File: config.mk
export PLATFORM = sky130hd
export DESIGN_NAME = bcd4_pack_flat
export DESIGN_NICKNAME = d
export VERILOG_FILES = /design/src/rtl/watch_pkg.sv /design/src/rtl/bcd4_pack_if.sv /design/src/rtl/bcd4_pack_mul10_add.sv /design/src/rtl/bcd4_pack.sv /design/src/flat_wrapper.sv
export SDC_FILE = /design/constraint.sdc
export NUM_CORES = 1
export LEC_CHECK = 0
export CORE_MARGIN = 5
export CORE_UTILIZATION = 37
export CTS_BUF_LIST = sky130_fd_sc_hd__clkbuf_16
export DETAILED_ROUTE_END_ITERATION = 6
export PLACE_DENSITY_LB_ADDON = 0.05
export SYNTH_ARGS = -nofsm -noshare
export SYNTH_HDL_FRONTEND = slang
export SYNTH_SLANG_ARGS = --single-unit
File: constraint.sdc
create_clock -name clk -period 9.8 [get_ports clk]
set_input_delay 0.98 -clock clk [delete_from_list [all_inputs] [get_ports clk]]
set_output_delay 0.98 -clock clk [all_outputs]
set_load 0.005 [all_outputs]
File: src/rtl/watch_pkg.sv
// Shared watch datapath constants and the packer state encoding.
// The binary-to-digit splitter uses the same width constants.
package watch_pkg;
    localparam int NUM_W   = 15;
    localparam int DIG_W   = 4;
    localparam int BCD_MAX = 9;

    typedef enum logic {
        IDLE,
        CONV
    } state_t;
endpackage

File: src/rtl/bcd4_pack_if.sv
// Start/digit request and result bundle between a digit editor and the BCD packer.
interface bcd4_pack_if;
    import watch_pkg::*;

    logic             start;
    logic [DIG_W-1:0] a;
    logic [DIG_W-1:0] b;
    logic [DIG_W-1:0] c;
    logic [DIG_W-1:0] d;
    logic             busy;
    logic             done;
    logic [NUM_W-1:0] number;
    logic             err;

    modport master (
        output start, a, b, c, d,
        input  busy, done, number, err
    );

    modport slave (
        input  start, a, b, c, d,
        output busy, done, number, err
    );
endinterface

File: src/rtl/bcd4_pack_mul10_add.sv
// One Horner step: acc*10 + dig at NUM_W width, flagging a non-BCD digit.
module mul10_add
    import watch_pkg::*;
(
    input  logic [NUM_W-1:0] i_acc,
    input  logic [DIG_W-1:0] i_dig,
    output logic [NUM_W-1:0] o_sum,
    output logic             o_dig_bad
);
    // Shift-and-add keeps the multiply out of a DSP; wrap on illegal digits is harmless.
    assign o_sum     = (i_acc << 3) + (i_acc << 1) + NUM_W'(i_dig);
    assign o_dig_bad = (i_dig > DIG_W'(BCD_MAX));
endmodule

File: src/rtl/bcd4_pack.sv
// Sequential BCD-to-binary packer: latches four digits, folds them MSD first, one per cycle.
module bcd4_pack
    import watch_pkg::*;
#(
    parameter int NDIG = 4
)
(
    input  logic        clk,
    input  logic        rst_n,
    bcd4_pack_if.slave  bus
);
    localparam int IDX_W = $clog2(NDIG);

    state_t           r_state;
    logic [DIG_W-1:0] r_digit [NDIG];
    logic [NUM_W-1:0] r_acc;
    logic [IDX_W-1:0] r_idx;
    logic             r_bad;
    logic             r_busy;
    logic             r_done;
    logic [NUM_W-1:0] r_number;
    logic             r_err;

    wire [NUM_W-1:0]  w_sum;
    wire              w_dig_bad;
    wire              w_err;

    mul10_add u_mul10_add (
        .i_acc     (r_acc),
        .i_dig     (r_digit[r_idx]),
        .o_sum     (w_sum),
        .o_dig_bad (w_dig_bad)
    );

    assign w_err = r_bad | w_dig_bad;

    always_ff @(posedge clk or negedge rst_n) begin
        if (!rst_n) begin
            r_state  <= IDLE;
            for (int i = 0; i < NDIG; i++) begin
                r_digit[i] <= '0;
            end
            r_acc    <= '0;
            r_idx    <= '0;
            r_bad    <= 1'b0;
            r_busy   <= 1'b0;
            r_done   <= 1'b0;
            r_number <= '0;
            r_err    <= 1'b0;
        end else begin
            r_done <= 1'b0;
            case (r_state)
                IDLE: begin
                    if (bus.start) begin
                        r_digit[0] <= bus.a;
                        r_digit[1] <= bus.b;
                        r_digit[2] <= bus.c;
                        r_digit[3] <= bus.d;
                        r_acc      <= '0;
                        r_idx      <= '0;
                        r_bad      <= 1'b0;
                        r_busy     <= 1'b1;
                        r_state    <= CONV;
                    end
                end
                CONV: begin
                    r_acc <= w_sum;
                    r_bad <= w_err;
                    r_idx <= r_idx + 1'b1;
                    // Last digit: publish result (zeroed on any bad digit) and free up for a new start.
                    if (r_idx == IDX_W'(NDIG - 1)) begin
                        r_number <= w_err ? '0 : w_sum;
                        r_err    <= w_err;
                        r_done   <= 1'b1;
                        r_busy   <= 1'b0;
                        r_state  <= IDLE;
                    end
                end
                default: r_state <= IDLE;
            endcase
        end
    end

    assign bus.busy   = r_busy;
    assign bus.done   = r_done;
    assign bus.number = r_number;
    assign bus.err    = r_err;
endmodule

File: src/flat_wrapper.sv
// flat-port wrapper written by rule: the top's interface ports become plain ports
module bcd4_pack_flat import watch_pkg::*;
#(
    parameter int NDIG = 4
)
  (clk, rst_n, bus_start, bus_a, bus_b, bus_c, bus_d, bus_busy, bus_done, bus_number, bus_err);
  bcd4_pack_if bus_i ();
  input  logic clk;
  input  logic rst_n;
  input wire logic [$bits(bus_i.start)-1:0] bus_start;
  input wire logic [$bits(bus_i.a)-1:0] bus_a;
  input wire logic [$bits(bus_i.b)-1:0] bus_b;
  input wire logic [$bits(bus_i.c)-1:0] bus_c;
  input wire logic [$bits(bus_i.d)-1:0] bus_d;
  output wire logic [$bits(bus_i.busy)-1:0] bus_busy;
  output wire logic [$bits(bus_i.done)-1:0] bus_done;
  output wire logic [$bits(bus_i.number)-1:0] bus_number;
  output wire logic [$bits(bus_i.err)-1:0] bus_err;
  assign bus_i.start = bus_start;
  assign bus_i.a = bus_a;
  assign bus_i.b = bus_b;
  assign bus_i.c = bus_c;
  assign bus_i.d = bus_d;
  assign bus_busy = bus_i.busy;
  assign bus_done = bus_i.done;
  assign bus_number = bus_i.number;
  assign bus_err = bus_i.err;
  bcd4_pack #(.NDIG(NDIG)) u_core (.clk(clk), .rst_n(rst_n), .bus(bus_i));
endmodule
# Word-level counts from Yosys, hierarchy flattened
# Index checks and enable logic that the tools add are counted.
# word_totals
regBits	52
inputBits	19
output_inout_bits	18
elab_cells	44
# op_classes
n_addsub	3
magnitude_cmp	2
n_eq_ne	3
mux	18
bitwise	3
n_reduce_logical	3
# op_table
operator	count
14-bit case mux with 2 select lines	1
15-bit adder	1
15-bit by 4-bit adder with 15-bit output	1
15-bit two-way mux	1
14-bit two-way mux	1
4-bit binary-select mux with 2-bit select	1
4-bit two-way mux	2
1-bit two-way mux	7
1-bit case mux with 2 select lines	3
2-bit AND reduction	3
4-bit greater-than comparator, second input constant	1
2-bit inequality test, second input constant	2
2-bit case mux with 2 select lines	1
3-bit greater-or-equal comparator, second input constant	1
2-bit NOT with 3-bit output	1
2-bit by 1-bit adder with 2-bit output, second input constant	1
2-bit equality test, second input constant	1
2-bit two-way mux	1
1-bit NOT	1
1-bit OR	1

# Logic depth before layout (Yosys ltp)
# Gate-level depths: netlist (run 1).
# depth
depth_word	7
ltp_mapped	11
depth_no_buf	10

# Hierarchy
# Synthesis (run 1) repeated with hierarchy kept, for this count alone.
# hier_totals
cells_unflattened	243
area_unflattened_um2	2976.6
# by_module_without_submodules
mod	n_inst	cells_per_inst	area_per_inst_um2	seq_area_each_um2
bcd4_pack	1	133	2094.5	1326.3
mul10_add	1	110	882.1	0.0

# Worst setup path before layout (run 1)
# No wires, ideal clock.
# synth_path
path_type	reg2reg
startpoint	register u_core.r_idx[0]
endpoint	register u_core.r_number[14], in the netlist u_core.bus.number[14]
t_arrival_ns	2.951
required_ns	9.678
path_slack_ns	6.728
stages_incl_launch_ff	11
cell_sequence	dfrtp_1 > buf_2 > mux4_2 > inv_1 > fa_1 > fa_1 > nor2b_1 > o2111ai_1 > a211oi_1 > o41ai_1 > a32o_1
# synth_between
elab_chain_cells	7
word_cells_on_any_way	10
# synth_rtl
item	line	text
start, declared	bcd4_pack.sv:17	logic [IDX_W-1:0] r_idx;
start signal, assigned	bcd4_pack.sv:69	r_idx <= r_idx + 1'b1;
branches (longest 7 deep; another with 15-bit by 4-bit adder with 15-bit output)	-	
end signal, assigned	bcd4_pack.sv:72	r_number <= w_err ? '0 : w_sum;
end, declared	bcd4_pack.sv:21	logic [NUM_W-1:0] r_number;
# Several ways; the timed one is not identified. The select of a mux whose other input is x is not followed.
# A chain may end at the register's enable or synchronous reset.

# Worst setup path in the final report (run 1)
# Same ends and word-level chain as after synthesis.

==> flow_summary.yaml, run 1 <==
sta:
  final.period_utilization: 0.338
  rsz0062_at_grt: "false"
  tightest_slew_ps: 674
  maxSlewHeadroom: 0.549
  clock_skew_ps: 3.77
  fin_tns_setup_ps: 0
  period_needed_ps: 3310
  final_max_slew_viol_count: 0
  max_freq_mhz: 302
  setup_viol: 0
  hold_viol: 0
logic_synthesis:
  seq_area_frac_synth: 0.471
  syn_inst: 240
  synth_ff_type: "dfrtp_1"
  yosys.area_share.xor_xnor: 0.0190
  synth_fa_ha_area_frac: 0.128
  synth.distinct_cells: 41
  synth_simple_gate_area_share: 0.0814
  syn-cell-area_mm2: 0.00277
  synth-seq-cells: 52
  synthMuxAreaShare: 0.101
  synth_top_family_by_area: "compound AO/OA/AOI/OAI gates"
  synth_edf_count: 0
  syn_avg_cell_area_um2: 11.5
  synth_fp_nets: 286
  ys_warn_count: 0
  synth_compound_area_frac: 0.171
  async_flop_share: 1.00
route:
  drt-initial-drc-count: 55
  drc: 0
  drt_first_pass_iters: 4
  vias: 1969
  antenna_left: 0
  via_per_inst: 5.22
  drt-total-wl_um: 6160
  drt-wirelength-per-cell_um: 16.3
placement:
  gp_congestion: 0.770
  dp_hpwl_um: 4640
  port_buffers: 36
  dp_cells: 369
finish:
  final_net_count: 323
  instances_no_fill: 377
  multi_input_area_mm2: 0.00138
  regArea_mm2: 0.00130
  layout-drive-gt1-share: 0.115
  num_antenna_cells: 0
  syn2layout_area_growth_pct: 22.6
  fillers: 700
worst_setup_path:
  crit_type: "reg -> reg"
  cp_num_buf_inv: 1
  critPathSlowestCell: "mux4_2"
  critPathMaxFanout: 7
  worstSetupEndpointType: "flop"
  max_stage_delay_ps: 560
  start_kind: "flop"
  cp_data_arrival_time_ps: 3490
  crit_top_cell: "fa_1"
  crit_family: "compound AO/OA/AOI/OAI gates"
  reg2reg_slack_ps: 6490
  crit_chain: "mux4_2 -> inv_1 -> fa_1 -> fa_1 -> nor2b_1 -> o2111ai_1 -> a211oi_1 -> o41ai_1 -> a32o_1"
  cp.required_ps: 9980
global_routing:
  grt.busiest_layer: "met2"
  grt_max_degree: 53
  grt_usage: 0.147
  grt_use_met2: 0.247
  overflow: 0
  use_met3: 0.0287
  first_global_vias: 2032
  grt_pass1_wl_um: 10300
  grt_util_met1: 0.190
  antenna_found_initial: 0
job:
  maxCapViolations: 0
clock_network:
  cts_root_buf: "clkbuf_16"
  cts_tree: "yes"
  cts_resized: 0
  clkSlewWorstSetupHoldPaths_ps: 70
  clock_path_buffers: 2
  ctsHtreeMaxLevel: 2
  cts_buffers: 5
  post-cts-setup-buffers: 0
  hold_buffers: 0
  clkSinkCount: 52
  clk_latency_ps: 290
worst_hold_path:
  hold_path_class: "reg -> reg"
floorplan:
  dieWidth_um: 96.5
  placementRows: 31
  initial_core_util: 0.381
  core-area_mm2: 0.00725
  die_area_mm2: 0.00930
  io_pins: 37
  floorplan.die.height_um: 96.5
pwr:
  comb_power_share: 0.585
  switchingPower_mw: 0.603
  clock_power_share: 0.139
  intPower_mw: 0.856
  p_per_area_mw_per_mm2: 430
  seqPwrFrac: 0.276
  leakagePower_nw: 1.51
  vdd_drop_max_uv: 127
  switching_share: 0.413
status:
  outcome: "finished clean"
synthesized netlist by cell type, drive strengths merged, types with 6 or more instances:
master,instances,area [µm²]
clkbuf,6,22.5
inv,10,37.5
nor2,12,45.0
o31ai,6,45.0
ha,25,313
o21ai,13,65.1
dfrtp,52,1300
a22o,14,123
a21oi,9,45.0
mux2,16,180
nand2,21,78.8
kinds of logic after synthesis:
logic type | Yosys count
fa+ha+maj | 27
compound gates | 65
simple gates | 50
xor+xnor | 6
buf+inv | 19
flops | 52
mux | 21
placed cells by master, fill, tap and decap left out, types with 2 or more instances in the layout:
cell type / netlist / routed
a21oi_1: 9 / 9
nor2_1: 12 / 12
fa_1: 2 / 2
nor2b_1: 4 / 4
o21ai_0: 6 / 6
o2111ai_1: 2 / 2
mux4_2: 4 / 4
a21o_1: 4 / 4
clkdlybuf4s50_1: 0 / 35
a22o_1: 14 / 14
buf_4: 0 / 3
xor2_1: 2 / 2
clkbuf_16: 0 / 5
o21a_1: 4 / 4
dfrtp_1: 52 / 52
nand2_1: 21 / 21
xnor2_1: 4 / 4
o31ai_1: 6 / 6
and2_1: 2 / 2
nand3_1: 2 / 2
a31o_1: 2 / 2
inv_1: 10 / 11
mux2_2: 16 / 16
ha_1: 25 / 25
a32o_1: 3 / 3
nor3_1: 4 / 4
o21ai_1: 7 / 7
layout make-up:
class,count,area share
Clock buffer,5,0.0369
Clock inverter,3,0.0125
Inverter,10,0.0111
Multi-Input combinational cell,169,0.408
Sequential cell,52,0.384
Tap cell,99,0.0365
Timing Repair Buffer,39,0.111
routing by layer:
layer  vias up  wire (µm)
met5         -          0
met4         0         94
met3         7        187
met2        34       2940
met1       970       2930
li1        958          -
worst reg2reg max path, delay by kind of cell (launching register included):
| family | cells | cell delay, ps |
|---|---|---|
| compound gates | 4 | 940 |
| fa+ha+maj | 2 | 920 |
| buf+inv | 1 | 90 |
| flops | 1 | 520 |
| mux | 1 | 560 |
| simple gates | 1 | 170 |
power by group through the flow:
stage	logic (mW)	registers (mW)	clock network, mW
floorplan	0.657	0.375	0
global placement	0.859	0.410	0
detailed placement	0.861	0.411	0
CTS	0.867	0.406	0.209
global route	0.978	0.418	0.214
finish	0.854	0.403	0.202
worst paths after layout:
kind / depth (start not counted) / from / endpoint
worst max register to register: 9 / u_core.r_idx[0]$_DFFE_PN0P_ / u_core.bus.number[14]$_DFFE_PN0P_
worst max-delay path: 9 / u_core.r_idx[0]$_DFFE_PN0P_ / u_core.bus.number[14]$_DFFE_PN0P_
worst min register to register: 1 / u_core.bus.number[11]$_DFFE_PN0P_ / u_core.bus.number[11]$_DFFE_PN0P_
max in group asynchronous: 2 / rst_n / u_core.bus.number[11]$_DFFE_PN0P_
min in group asynchronous: 2 / rst_n / u_core.bus.number[14]$_DFFE_PN0P_
worst min-delay path: 1 / u_core.bus.number[11]$_DFFE_PN0P_ / u_core.bus.number[11]$_DFFE_PN0P_
state kept, by name (all words and copies together) (netlist names), 2 cells and up:
signal / count
u_core.r_idx: 2
u_core.bus.number: 15
u_core.r_digit: 16
u_core.r_acc: 14
through the flow:
stage | hold slack, ps | power [mW] | cell area, µm² | setup slack [ps] | utilization
floorplan | 453 | 1.03 | 2770 | 6730 | -
CTS | 496 | 1.48 | 3390 | 6480 | 0.467
detailed placement | 480 | 1.27 | 3220 | 6490 | 0.444
global route | 518 | 1.61 | 3390 | 6270 | 0.467
finish | 489 | 1.46 | 3390 | 6490 | 0.467
global placement | 478 | 1.27 | 3220 | 6500 | 0.444
No activity file was read; power rests on OpenSTA's default activity.
==> inputs of run 2 (changes only) <==
==> constraint.sdc (replaced) <==
create_clock -name clk -period 3.1 [get_ports clk]
set_input_delay 0.31 -clock clk [delete_from_list [all_inputs] [get_ports clk]]
set_output_delay 0.31 -clock clk [all_outputs]
set_load 0.005 [all_outputs]
==> run 2 against run 1 <==
Sequential power grew to 3.1 times the previous value. Clock power grew to 3.2 times the previous value. Combinational power grew to 3.4 times the previous value. Core utilization is 1.3 points higher. Final cell count is 2.1% higher. Maximum frequency is 12% higher. Global-route usage is 0.33 points higher. Largest power group unchanged.
==> flow_summary.yaml, run 2 (synthesis gave the netlist of run 1 again) <==
clock_network:
  cts_root_buf: "clkbuf_16"
  clock_path_buffers: 2
  cts_buffers: 5
  clkSlewWorstSetupHoldPaths_ps: 70
  clk_latency_ps: 290
  ctsHtreeMaxLevel: 2
  clkSinkCount: 52
  cts_tree: "yes"
route:
  wl_met2_um: 3130
  drt-wirelength-per-cell_um: 16.3
  vias: 2001
  drt-initial-drc-count: 68
  wl_met3_um: 218
  drt_first_pass_iters: 4
  drc: 0
  wl_met1_um: 2880
  drt-total-wl_um: 6270
  antenna_left: 0
  routed.top_layer: "met4"
  via_per_inst: 5.20
sta:
  final_max_slew_viol_count: 0
  max_freq_mhz: 339
  clock_skew_ps: 5.40
  hold_viol: 0
  fin_tns_setup_ps: 0
  period_needed_ps: 2950
  setup_viol: 0
  finalHoldWorstSlack_ps: 72.2
  setup_slack_ps: 152
  tightest_slew_ps: 742
  maxSlewHeadroom: 0.505
  final.period_utilization: 0.951
finish:
  instances_no_fill: 385
  final_cell_mix: "dfrtp_1 (52), clkdlybuf4s50_1 (35), ha_1 (25)"
  final_net_count: 331
  final_cell_area_mm2: 0.00349
  fillers: 680
  largest_reg_flops: 16
  final_util: 0.481
  final_common_cell: "dfrtp_1"
  syn2layout_area_growth_pct: 26.1
  layout-drive-gt1-share: 0.168
  top_register: "u_core.r_digit"
  num_antenna_cells: 0
worst_hold_path:
  hold_path_class: "in -> async"
worst_setup_path:
  crit_chain: "buf_4 -> mux4_2 -> ha_1 -> ha_1 -> inv_1 -> fa_2 -> nor2b_2 -> o2111ai_2 -> a211oi_2 -> a2111o_1 -> a32o_1"
  start_kind: "flop"
  max_stage_delay_ps: 510
  cp_num_buf_inv: 2
  crit_family: "compound AO/OA/AOI/OAI gates"
  worstSetupEndpointType: "flop"
  cp_data_arrival_time_ps: 3130
  critPathMaxFanout: 3
  critPathSlowestCell: "mux4_2"
  crit_top_cell: "ha_1"
  cp.required_ps: 3280
  crit_type: "reg -> reg"
floorplan:
  io_pins: 37
  initial_core_util: 0.381
  die_area_mm2: 0.00930
  core-area_mm2: 0.00725
  floorplan.die.height_um: 96.5
  placementRows: 31
  dieWidth_um: 96.5
job:
  maxCapViolations: 0
placement:
  place_area_mm2: 0.00328
  gp_congestion: 0.801
  pre_cts_ws_ps: 28.3
  port_buffers: 36
  dp_hpwl_um: 4670
  dp_cells: 376
global_routing:
  grt_max_degree: 32
  grt_pass1_wl_um: 10600
  antenna_found_initial: 0
  overflow: 0
  grt_usage: 0.151
  first_global_vias: 2111
pwr:
  leakagePower_nw: 1.55
  vdd_drop_max_uv: 430
  p_per_area_mw_per_mm2: 1380
  power_mw: 4.83
status:
  outcome: "finished clean"
[run 2: where the power goes]
part | total, mW | switching [mW] | internal [mW]
Clock | 0.641 | 0.257 | 0.384
Combinational | 2.93 | 1.48 | 1.45
Sequential | 1.25 | 0.233 | 1.02
[run 2: final timing paths]
path	from	endpoint	slack, ps	cells after the start
worst max register to register	u_core.r_idx[0]$_DFFE_PN0P_	u_core.bus.number[14]$_DFFE_PN0P_	150	11
min in group clk	u_core.bus.number[12]$_DFFE_PN0P_	u_core.bus.number[12]$_DFFE_PN0P_	490	2
worst max-delay path	u_core.r_idx[0]$_DFFE_PN0P_	u_core.bus.number[14]$_DFFE_PN0P_	150	11
worst min-delay path	rst_n	u_core.r_acc[13]$_DFFE_PN0P_	70	1
worst min register to register	u_core.bus.number[12]$_DFFE_PN0P_	u_core.bus.number[12]$_DFFE_PN0P_	490	2
max in group asynchronous	rst_n	u_core.r_digit[1]$_DFFE_PN0P_	2250	2
[run 2: area by class of cell]
type	instances	area, µm²	area share
Multi-Input combinational cell	169	1410	0.406
Inverter	10	37.5	0.0108
Clock inverter	3	46.3	0.0133
Clock buffer	5	125	0.0359
Sequential cell	52	1300	0.373
Tap cell	99	124	0.0355
Timing Repair Buffer	47	438	0.126
[run 2: repair_timing]
| action | 4_1_cts | 5_1_grt |
|---|---|---|
| endpoints found under the setup margin | 0 | 10 |
| setup buffers | 0 | 1 |
| gates resized for setup | 0 | 7 |
| hold buffers | 0 | 0 |
[run 2: layer usage]
| metal | vias to the layer above | global-route usage |
|---|---|---|
| li1 | 978 | - |
| met1 | 988 | 0.194 |
| met2 | 31 | 0.258 |
| met3 | 4 | 0.0341 |
| met4 | 0 | 0.0350 |
| met5 | - | 0 |
==> inputs of run 3 (changes only) <==
--- a/config.mk
+++ b/config.mk
@@ -5,6 +5,7 @@
 export SDC_FILE = /design/constraint.sdc
 export NUM_CORES = 1
 export LEC_CHECK = 0
+export CAP_MARGIN = 20
 export CORE_MARGIN = 5
 export CORE_UTILIZATION = 37
 export CTS_BUF_LIST = sky130_fd_sc_hd__clkbuf_16
==> results of run 3 <==
The final DEF is identical to that of run 2; final timing and power are the same.
